**src/rtl/pc_trace_buffer.sv**
```systemverilog
// PC change trace FIFO: records each new MEM-stage PC, drops and counts PCs
// that arrive while the buffer is full.
module pc_trace_buffer #(
  parameter int DEPTH = 16,
  parameter int AW    = 4
) (
  input  logic          clk,
  input  logic          rst,
  input  logic [31:0]   mem_pc,
  input  logic          en,
  input  logic          clr,
  output logic          out_valid,
  output logic [31:0]   out_pc,
  input  logic          out_ready,
  output logic [AW:0]   count,
  output logic          overflow,
  output logic [15:0]   drop_cnt
);

  localparam logic [AW:0]   DEPTH_C = (AW+1)'(DEPTH);
  localparam logic [AW-1:0] PTR_ONE = AW'(1);

  function automatic logic [15:0] sat_inc16(input logic [15:0] v);
    if (v != 16'hFFFF) begin
      sat_inc16 = v + 16'd1;
    end else begin
      sat_inc16 = v;
    end
  endfunction

  logic [31:0]   mem_q [DEPTH];
  logic [AW-1:0] wr_ptr_q, wr_ptr_d;
  logic [AW-1:0] rd_ptr_q, rd_ptr_d;
  logic [AW:0]   count_q, count_d;
  logic [31:0]   last_pc_q, last_pc_d;
  logic [31:0]   out_pc_q, out_pc_d;
  logic          out_valid_q, out_valid_d;
  logic          overflow_q, overflow_d;
  logic [15:0]   drop_cnt_q, drop_cnt_d;
  logic          cap_s, pop_s, push_s, drop_s;
  logic [AW-1:0] rd_nxt_s;

  // Event decode and next-state computation
  always_comb begin
    cap_s       = en && (mem_pc != last_pc_q);
    pop_s       = out_valid_q && out_ready;
    push_s      = cap_s && ((count_q < DEPTH_C) || pop_s);
    drop_s      = cap_s && !push_s;
    rd_nxt_s    = rd_ptr_q + PTR_ONE;
    wr_ptr_d    = wr_ptr_q;
    rd_ptr_d    = rd_ptr_q;
    count_d     = count_q;
    last_pc_d   = last_pc_q;
    out_pc_d    = out_pc_q;
    overflow_d  = overflow_q;
    drop_cnt_d  = drop_cnt_q;

    if (cap_s) begin
      last_pc_d = mem_pc;
    end else begin
      last_pc_d = last_pc_q;
    end

    if (push_s) begin
      wr_ptr_d = wr_ptr_q + PTR_ONE;
    end else begin
      wr_ptr_d = wr_ptr_q;
    end

    if (pop_s) begin
      rd_ptr_d = rd_nxt_s;
    end else begin
      rd_ptr_d = rd_ptr_q;
    end

    case ({push_s, pop_s})
      2'b10:   count_d = count_q + (AW+1)'(1);
      2'b01:   count_d = count_q - (AW+1)'(1);
      default: count_d = count_q;
    endcase

    // Head register tracks the entry that will sit at the read pointer next cycle
    if (pop_s) begin
      if (count_q > (AW+1)'(1)) begin
        out_pc_d = mem_q[rd_nxt_s];
      end else if (push_s) begin
        out_pc_d = mem_pc;
      end else begin
        out_pc_d = out_pc_q;
      end
    end else if (push_s && (count_q == (AW+1)'(0))) begin
      out_pc_d = mem_pc;
    end else begin
      out_pc_d = out_pc_q;
    end

    out_valid_d = (count_d != (AW+1)'(0));

    if (clr) begin
      overflow_d = 1'b0;
      drop_cnt_d = 16'd0;
    end else if (drop_s) begin
      overflow_d = 1'b1;
      drop_cnt_d = sat_inc16(drop_cnt_q);
    end else begin
      overflow_d = overflow_q;
      drop_cnt_d = drop_cnt_q;
    end
  end

  // Control and status registers
  always_ff @(posedge clk or negedge rst) begin
    if (!rst) begin
      wr_ptr_q    <= '0;
      rd_ptr_q    <= '0;
      count_q     <= '0;
      last_pc_q   <= 32'd0;
      out_pc_q    <= 32'd0;
      out_valid_q <= 1'b0;
      overflow_q  <= 1'b0;
      drop_cnt_q  <= 16'd0;
    end else begin
      wr_ptr_q    <= wr_ptr_d;
      rd_ptr_q    <= rd_ptr_d;
      count_q     <= count_d;
      last_pc_q   <= last_pc_d;
      out_pc_q    <= out_pc_d;
      out_valid_q <= out_valid_d;
      overflow_q  <= overflow_d;
      drop_cnt_q  <= drop_cnt_d;
    end
  end

  // Storage array, intentionally left uninitialised by reset
  always_ff @(posedge clk) begin
    if (push_s) begin
      mem_q[wr_ptr_q] <= mem_pc;
    end
  end

  assign out_valid = out_valid_q;
  assign out_pc    = out_pc_q;
  assign count     = count_q;
  assign overflow  = overflow_q;
  assign drop_cnt  = drop_cnt_q;

endmodule
```
**config.mk**
```make
export PLATFORM = sky130hd
export DESIGN_NAME = pc_trace_buffer
export DESIGN_NICKNAME = d
export VERILOG_FILES = /design/src/rtl/pc_trace_buffer.sv
export SDC_FILE = /design/constraint.sdc
export NUM_CORES = 1
export LEC_CHECK = 0
export CORE_MARGIN = 2
export CORE_UTILIZATION = 50
export DETAILED_ROUTE_END_ITERATION = 12
export GPL_ROUTABILITY_DRIVEN = 0
export PLACE_DENSITY_LB_ADDON = 0.12
export SYNTH_ARGS = -nofsm -noshare
export SYNTH_HDL_FRONTEND = slang
export SYNTH_SLANG_ARGS = --single-unit
```
**constraint.sdc**
```tcl
create_clock -name clk -period 5.3 [get_ports clk]
set_input_delay 1.06 -clock clk [delete_from_list [all_inputs] [get_ports clk]]
set_output_delay 1.06 -clock clk [all_outputs]
set_load 0.01 [all_outputs]
```
# Word level (Yosys, flattened, before mapping)
# Memories as Yosys holds them, arrays and structs flattened.
# Cells that the tools add are included.
[classes] n_reduce_logical=14 n_eq_ne=5 addsub=5 muxes=12 magnitude_cmp=2
[op_table] cell="32-bit 2-to-1 mux" count=4
[op_table] cell="16-bit 2-to-1 mux" count=3
[op_table] cell="32-bit inequality test" count=1
[op_table] cell="16-bit by 1-bit adder with 16-bit output, second input constant" count=1
[op_table] cell="16-bit inequality test, second input constant" count=1
[op_table] cell="5-bit case mux with 2 select lines" count=1
[op_table] cell="4-bit by 1-bit adder with 4-bit output, second input constant" count=2
[op_table] cell="2-bit nonzero test" count=3
[op_table] cell="5-bit by 1-bit adder with 5-bit output, second input constant" count=1
[op_table] cell="5-bit by 1-bit greater-than comparator with 1-bit output, second input constant" count=1
[op_table] cell="1-bit logical AND" count=5
[op_table] cell="5-bit zero test" count=1
[op_table] cell="5-bit < comparator, second input constant" count=1
[op_table] cell="5-bit nonzero test" count=1
[op_table] cell="5-bit by 1-bit subtractor with 5-bit output, second input constant" count=1
[op_table] cell="1-bit 2-to-1 mux" count=4
[op_table] cell="2-bit AND reduction" count=2
[op_table] cell="3-bit by 1-bit inequality test with 1-bit output, second input constant" count=1
[op_table] cell="2-bit by 1-bit equality test with 1-bit output, second input constant" count=1
[op_table] cell="2-bit equality test, second input constant" count=1
[op_table] cell="1-bit zero test" count=1
[op_table] cell="1-bit logical OR" count=1
[word_totals] in_bits=37 register_bits=95 mem_count=1 mem_bits_rw=512 word_cells=47 output_inout_bits=55
[mem_list] memory="mem_q" words=16 word_bits=32 rd=1 rd_clocked_by_memory_dff=0 write_ports=1 line="31" text="logic [31:0] mem_q [DEPTH];"

# Longest topological paths before layout
# Gate-level depths: netlist of the first run.
[logic_depth] depth_word=7 ltp_mapped=13 ltp_nobuf=12

# Least setup slack after synthesis of the first run
# OpenSTA, ideal clock, no wires.
[synth_timing] kind="input -> register" start="input mem_pc[18]" end="memory mem_q[3][0], enable pin" required_ns=4.839 setup_time_ns=0.461 path_buffers=0 cell_stages=6 arrival_ns=4.237 path_slack_ns=0.602 path_cell_list="xor2_1 -> nor4_1 -> nand4_1 -> o31ai_4 -> or3b_2 -> nor3_1"
[synth_via] elab_chain_len=5
[synth_lines] element="start: declaration" line="9" text="input logic [31:0] mem_pc,"
[synth_lines] element="32-bit inequality test" line="45" text="cap_s = en && (mem_pc != last_pc_q);"
[synth_lines] element="1-bit logical AND" line="45"
[synth_lines] element="1-bit logical AND" line="47" text="push_s = cap_s && ((count_q < DEPTH_C) || pop_s);"
[synth_lines] element="1-bit 2-to-1 mux" line="136" text="if (push_s) begin"
[synth_lines] element="1-bit 2-to-1 mux (not written as such)" line="137" text="mem_q[wr_ptr_q] <= mem_pc;"
[synth_lines] element="end: declaration" line="31"
# Every way passes these cells.

# Worst setup path after layout of the first run
[layout_timing] start="input mem_pc[18]" end="register out_pc_q[26] (netlist: out_pc[26])"
[layout_via] elab_chain_len=6 word_cells_on_any_way=7 cone_classes="eq/ne: 2; reduce/logical: 5"
[layout_lines] element="32-bit inequality test *" line="45"
[layout_lines] element="1-bit logical AND *" line="45"
[layout_lines] element="1-bit logical AND *" line="47"
[layout_lines] element="1-bit logical AND" line="91" text="end else if (push_s && (count_q == (AW+1)'(0))) begin"
[layout_lines] element="2-bit nonzero test (no source line)"
[layout_lines] element="2-bit AND reduction (no source line) *"
[layout_lines] element="end signal: assignment" line="127" text="out_pc_q <= out_pc_d;"
[layout_lines] element="end: declaration" line="36" text="logic [31:0] out_pc_q, out_pc_d;"
# Mark *: on every way between the ends. The rest lies on a longest branch, timed or not.
# A chain may end at the register's enable or synchronous reset.

==> results.py, run 1 <==
metrics = {
    "timing": {
        "finalClockSkew_ps": 23.9,
        "fin_hold_ws_ps": 464,
        "timing.slew.headroom_pct": 35.2,
        "min_period_ps": 4230,
        "post-route-worst-setup-slack_ps": 1070,
        "slew_violations": 0,
        "grt_setup_unrepaired": "no",
        "worst_pin_slew_ps": 969,
        "achievable-frequency_ghz": 0.237,
        "fin_crit_sh_pct": 79.7,
        "finalSetupTns_ps": 0,
        "setup_viol": 0,
        "hold_viol_final": 0,
    },
    "setup_path": {
        "worst_path_dominant_cell_family": "buffers and inverters",
        "cp-end-kind": "flip-flop",
        "max_fo_critical_path": 19,
        "worstPathCellList": "clkdlybuf4s50_1 > xor2_1 > nor4_1 > nand4_1 > o31ai_4 > nor2_1 > inv_1 > ha_1 > nand2_1 > nand3_1 > a2bb2oi_4 > buf_4 > mux2_2",
        "critical_path_cell_with_the_highest_stage_delay": "clkdlybuf4s50_1",
        "worstPathBufferInverterCount": 3,
        "timing.setup.critical_path_class": "primary input to flip-flop",
        "worstRegToRegCells": 12,
        "cp_slowest_stage_delay_ps": 880,
        "reg2reg_from": "last_pc_q[18]",
        "worst_setup_path_start_kind": "primary input",
        "critPathLaunch": "mem_pc[18]",
        "data_required_time_at_the_worst_endpoint_ps": 5790,
        "cp_num_cells": 13,
        "critical_path_arrival_ps": 4710,
    },
    "synthesis": {
        "syn_area_um2": 24300,
        "synth_edf_count": 512,
        "ys_warn_count": 0,
        "synth_cell_types": 50,
        "synth_nets": 1332,
        "synthCells": 1283,
        "ys_seq_area_share_pct": 73.2,
        "yosys_register_bits": 607,
        "dominantRegCellSynth": "edfxtp_1",
        "asyncSetResetFlopFracSynth_pct": 15.7,
        "synthesis.area_per_instance_um2": 18.9,
    },
    "drt": {
        "finalWirelength_um": 53500,
        "route.vias.total": 12400,
        "drt_iter0_markers": 941,
        "drcViolationCount": 0,
        "drtPass1Iterations": 7,
        "postRouteAntennaNets": 0,
        "detail_route.wl_per_cell_um": 25.4,
        "detail_route.vias_per_cell": 5.91,
    },
    "placed_design": {
        "place_ws_ps": 439,
        "place.port_buffers": 91,
        "detailed_place.area_um2": 26500,
        "detailedPlacementHpwl_um": 32200,
    },
    "power_and_ir_drop": {
        "p_seq_share_pct": 39.5,
        "power_density_nw_per_um2": 540,
        "ir_drop_mv": 0.594,
        "leakagePower_nw": 9.45,
        "design_power_total_mw": 15.3,
        "p_clk_share_pct": 27.6,
        "power.switching_fraction_pct": 30.6,
        "combPwrFrac_pct": 32.8,
        "power.switching_mw": 4.69,
        "internal_power_mw": 10.7,
    },
    "die": {
        "initial_utilization_pct": 50.7,
        "die_h_um": 224,
        "fp.dieArea_um2": 50300,
        "core_area_um2": 47800,
        "width_of_the_die_um": 224,
        "io_pins": 92,
        "number_of_core_rows": 80,
    },
    "layout": {
        "final_layout_size_suffix_gt1_share_pct": 25.7,
        "multi_input_area_um2": 6330,
        "antenna-diode-count": 0,
        "layout.filler_cells": 3621,
        "final_net_count": 1486,
        "layout.area.seq_um2": 17800,
        "syn_to_final_growth_pct": 17.2,
        "design_area_um2": 28400,
    },
    "clock_tree": {
        "cts.clk_slew.worst_paths_ps": 60,
        "cts.hold.buffers_added": 0,
        "master_cell_of_the_clock_root_buffer": "clkbuf_16",
        "post-cts-setup-buffers": 0,
        "cts_tree": "built",
        "numCtsBuffers": 61,
        "max_buffers_root_to_sink": 3,
        "worst_skew_pair.late_latency_ps": 630,
        "clock_tree.htree_level_count": 2,
        "cts_resized": 0,
        "cts.sink_count": 607,
    },
    "global_route": {
        "first_global_vias": 12600,
        "globalRoute.totalOverflow": 0,
        "largest_net_degree_at_the_start_of_global_routing": 70,
        "track_usage_pct": 21.7,
        "grt_first_pass_wirelength_um": 80000,
        "initial_antenna_violation_count": 1,
    },
    "outcome": {
        "status": "complete, no violations",
    },
    "run": {
        "max_cap_violations": 0,
    },
    "worst_hold_path": {
        "min_path_type": "primary input to asynchronous set/reset pin",
    },
}
-- cell usage in the layout (no fill, tap or decap), types with 8 or more instances in the layout --
master and instances:
nor2b_1 69, o31ai_1 9, clkdlybuf4s50_1 90, nand2_1 14, mux4_2 128, buf_12 11
inv_1 10, ha_1 11, mux2_2 60, buf_4 58, mux2_1 8, and3_2 10
nor4_1 10, a21oi_1 82, a31oi_1 32, dfrtp_1 94, nand3_1 13, edfxtp_1 512
xor2_1 33, clkbuf_1 13, clkbuf_8 11, or4_1 10, clkbuf_16 61, nor2_1 42
clkinv_2 16
-- cell usage after synthesis, types with 2 or more instances --
master | n | area [um^2]
edfxtp_1 | 512 | 15400
mux4_2 | 128 | 2880
dfrtp_1 | 95 | 2380
a21oi_1 | 82 | 410
nor2b_1 | 70 | 438
mux2_2 | 60 | 676
nor2_1 | 44 | 165
clkbuf_1 | 41 | 154
xor2_1 | 33 | 289
a31oi_1 | 32 | 200
buf_2 | 19 | 95.1
nand2_1 | 14 | 52.6
nand3_1 | 13 | 65.1
and3_1 | 12 | 75.1
ha_1 | 12 | 150
inv_1 | 10 | 37.5
nor4_1 | 10 | 62.6
or4_1 | 10 | 75.1
o31ai_1 | 9 | 67.6
mux2_1 | 8 | 90.1
mux2i_1 | 6 | 60.1
nor3_1 | 6 | 30.0
and4_1 | 5 | 43.8
buf_1 | 5 | 18.8
nand4_1 | 5 | 31.3
xnor2_1 | 5 | 43.8
o21ai_0 | 4 | 20.0
and2_1 | 3 | 18.8
buf_4 | 3 | 22.5
or3_1 | 3 | 18.8
a21bo_2 | 2 | 20.0
nand2b_1 | 2 | 12.5
o221ai_1 | 2 | 17.5
or3b_2 | 2 | 17.5
-- metrics by stage --
stage	std cells	utilization, %
global route	2104	59.4
finish	2104	59.4
floorplan	1283	-
detailed placement	1989	55.3
CTS	2104	59.4
global placement	1989	55.3
-- power by group through the flow --
stage	clock, mW	sequential [mW]	combinational [mW]
floorplan	0	6.07	3.41
global route	4.51	6.13	5.45
detailed placement	0	6.17	5.12
CTS	4.33	6.08	5.14
finish	4.24	6.07	5.04
global placement	0	6.15	5.09
-- routing by layer --
metal  GRT usage, %  up-vias  part of all wire [%]  wire, um
li1               -     5457                     -         -
met3           3.61       74                   5.0      2670
met2           34.7      303                    48     25800
met4           6.41        2                   2.1      1140
met5              0        -                 0.026        14
met1           31.4     6595                    45     23900
-- cells by family (layout without fill, tap and decap cells) --
kind of cell	after synthesis	in the layout	share of synthesized area, %
AO/OA/AOI/OAI	144	144	3.56
multiplexers	202	202	15.3
adder cells (fa/ha/maj)	12	12	0.619
flip-flops	607	607	73.2
XOR/XNOR	38	38	1.37
AND/OR/NAND/NOR	202	202	4.65
buffers and inverters	78	284	1.35
-- sequential cells by signal, summed over array words and instances, names as in the netlist --
register,cells
out_valid,1
drop_cnt,16
last_pc_q,32
out_pc,32
mem_q,512
rd_ptr_q,4
overflow,1
count,5
wr_ptr_q,4
-- final timing paths --
| check | endpoint | slack (ps) |
|---|---|---|
| max | out_pc[26] | 1070 |
| min | drop_cnt[14] | 460 |
| max reg2reg | out_pc[26] | 2010 |
| min reg2reg | out_pc[9] | 500 |
| max in group asynchronous | last_pc_q[25] | 3800 |
| min in group clk | out_pc[9] | 500 |
-- area by class of cell --
cell class	instances	area share (%)
Clock buffer	85	6.07
Clock inverter	30	0.902
Inverter	10	0.132
Multi-Input combinational cell	598	22.3
Sequential cell	607	62.4
Tap cell	615	2.71
Timing Repair Buffer	159	5.47
Power figures use the tool's default switching activity.
==> run 2, diff against run 1 <==
==> constraint.sdc (replaced) <==
create_clock -name clk -period 4.23 [get_ports clk]
set_input_delay 0.846 -clock clk [delete_from_list [all_inputs] [get_ports clk]]
set_output_delay 0.846 -clock clk [all_outputs]
set_load 0.01 [all_outputs]
==> run 2 against run 1 <==
Cell area is 0.75% higher. Sequential share of layout area is 0.47 points lower. Sequential power is 25% higher. Clock power is 19% higher. Die area stayed put. Utilization is 0.45 points higher. Critical path depth stayed put. Sequential cell count stayed put. Setup slack worse by 600 ps. Wire length is 8.0% higher. Hold slack worse by 180 ps. Clock-buffer cell count is 10 higher. Critical endpoint unchanged. Highest routed layer is now met4.
==> results.py, run 2 (same netlist as run 1, synthesis figures left out) <==
metrics = {
    "timing": {
        "hold_viol_final": 0,
        "worst_pin_slew_ps": 744,
        "achievable-frequency_ghz": 0.267,
        "timing.slew.headroom_pct": 50.4,
        "grt_setup_unrepaired": "no",
        "finalClockSkew_ps": 21.9,
        "fin_crit_sh_pct": 88.7,
        "setup_viol": 0,
        "post-route-worst-setup-slack_ps": 478,
        "min_period_ps": 3750,
        "slew_violations": 0,
    },
    "die": {
        "number_of_core_rows": 80,
        "initial_utilization_pct": 50.7,
        "die_h_um": 224,
        "fp.dieArea_um2": 50300,
        "width_of_the_die_um": 224,
        "io_pins": 92,
        "core_area_um2": 47800,
    },
    "clock_tree": {
        "cts.hold.buffers_added": 0,
        "max_buffers_root_to_sink": 3,
        "post-cts-setup-buffers": 0,
        "cts_tree": "built",
        "cts.sink_count": 607,
        "numCtsBuffers": 60,
        "cts_resized": 0,
        "clock_tree.htree_level_count": 2,
        "master_cell_of_the_clock_root_buffer": "clkbuf_16",
        "cts.clk_slew.worst_paths_ps": 60,
        "worst_skew_pair.late_latency_ps": 620,
    },
    "power_and_ir_drop": {
        "power_density_nw_per_um2": 674,
        "leakagePower_nw": 9.53,
        "ir_drop_mv": 0.723,
    },
    "drt": {
        "drtPass1Iterations": 5,
        "postRouteAntennaNets": 0,
        "detail_route.wl_per_cell_um": 27.2,
        "drt_iter0_markers": 1352,
        "finalWirelength_um": 57800,
        "route.vias.total": 12700,
        "drcViolationCount": 0,
        "detail_route.vias_per_cell": 5.99,
    },
    "placed_design": {
        "detailed_place.area_um2": 26800,
        "place_ws_ps": -149,
        "place.port_buffers": 91,
        "detailedPlacementHpwl_um": 33300,
    },
    "layout": {
        "final_layout_size_suffix_gt1_share_pct": 25.8,
        "largest_register_ff_count": 512,
        "antenna-diode-count": 0,
        "mostFrequentLayoutCells": "512 x edfxtp_1, 128 x mux4_2, 94 x dfrtp_1",
        "final_common_cell": "edfxtp_1",
        "multi_input_area_um2": 6340,
        "top_register_by_number_of_flip_flops": "mem_q",
        "layout.filler_cells": 3584,
        "final_net_count": 1510,
        "syn_to_final_growth_pct": 18.1,
        "layout.area.seq_um2": 17800,
        "design_area_um2": 28600,
    },
    "setup_path": {
        "worstPathBufferInverterCount": 3,
        "cpMostUsedCell": "nand2_1",
        "max_fo_critical_path": 16,
        "critical_path_cell_with_the_highest_stage_delay": "clkdlybuf4s50_1",
        "worstRegToRegCells": 12,
        "worst_path_dominant_cell_family": "simple AND/OR/NAND/NOR gates",
        "worst_setup_path_start_kind": "primary input",
        "timing.setup.critical_path_class": "primary input to flip-flop",
        "reg2reg_from": "last_pc_q[13]",
        "cp_slowest_stage_delay_ps": 650,
        "cp-end-kind": "flip-flop",
        "r2r_slack_ps": 1060,
        "data_required_time_at_the_worst_endpoint_ps": 4720,
        "worstPathCellList": "clkdlybuf4s50_1 > xor2_1 > nor4_1 > nand2_1 > o31ai_4 > nor2_1 > inv_1 > ha_1 > nand2_1 > nand3_1 > a2bb2oi_4 > buf_12 > mux2_2",
        "critical_path_arrival_ps": 4240,
        "worstReg2RegEnd": "out_pc[26]",
    },
    "global_route": {
        "grt_first_pass_wirelength_um": 85000,
        "first_global_vias": 12800,
        "initial_antenna_violation_count": 0,
        "track_usage_pct": 23.5,
        "globalRoute.totalOverflow": 0,
        "largest_net_degree_at_the_start_of_global_routing": 96,
    },
    "run": {
        "max_cap_violations": 0,
    },
    "outcome": {
        "status": "complete, no violations",
    },
    "worst_hold_path": {
        "min_path_type": "primary input to asynchronous set/reset pin",
    },
}
run 2: cell count changes in the layout (fill, tap and decap cells not counted), sizes merged:
cell / change
buf: +25
bufinv: -2
clkbuf: +10
clkinv: -11
clkinvlp: -1
run 2: worst max-delay path by stage:
stage	from	endpoint	slack, ps	cells after the start
2_1_floorplan	mem_pc[18]	mem_q[7][0]	530	6
3_3_place_gp	mem_pc[13]	out_pc[17]	-90	13
3_5_place_dp	mem_pc[13]	out_pc[26]	-150	13
4_1_cts	mem_pc[13]	out_pc[26]	490	13
5_1_grt	mem_pc[13]	out_valid	330	12
6_report	mem_pc[13]	out_pc[26]	480	13
run 2: metrics by stage:
step           std cells  util (%)  TNS [ps]  hold slack, ps  total power, mW
2_1_floorplan       1283         -         0             499             11.9
3_3_place_gp        2014      56.0     -2530             473             14.4
3_5_place_dp        2014      56.0     -4150             486             14.5
4_1_cts             2125      59.9         0             310             19.5
5_1_grt             2125      59.9         0             305             20.2
6_report            2125      59.9         0             280             19.3
run 2: power breakdown:
group / internal, mW / switching [mW] / total, mW
sequential: 7.21 / 0.346 / 7.56
clock: 2.90 / 2.17 / 5.06
combinational: 3.19 / 3.49 / 6.69
run 2: layout make-up:
type                       instances  area share (%)
timing repair buffer             184            6.61
multi-input combinational        598            22.1
sequential                       607            62.0
clock inverter                    16           0.450
tap                              615            2.69
clock buffer                      95            6.02
inverter                          10           0.131
run 2: metal layers:
layer,vias up,global-route usage (%),part of all wire (%)
met5,-,0,0
met4,0,4.66,1.4
met3,61,3.31,5.0
met2,362,37.5,49
met1,6783,35.3,45
li1,5522,-,-
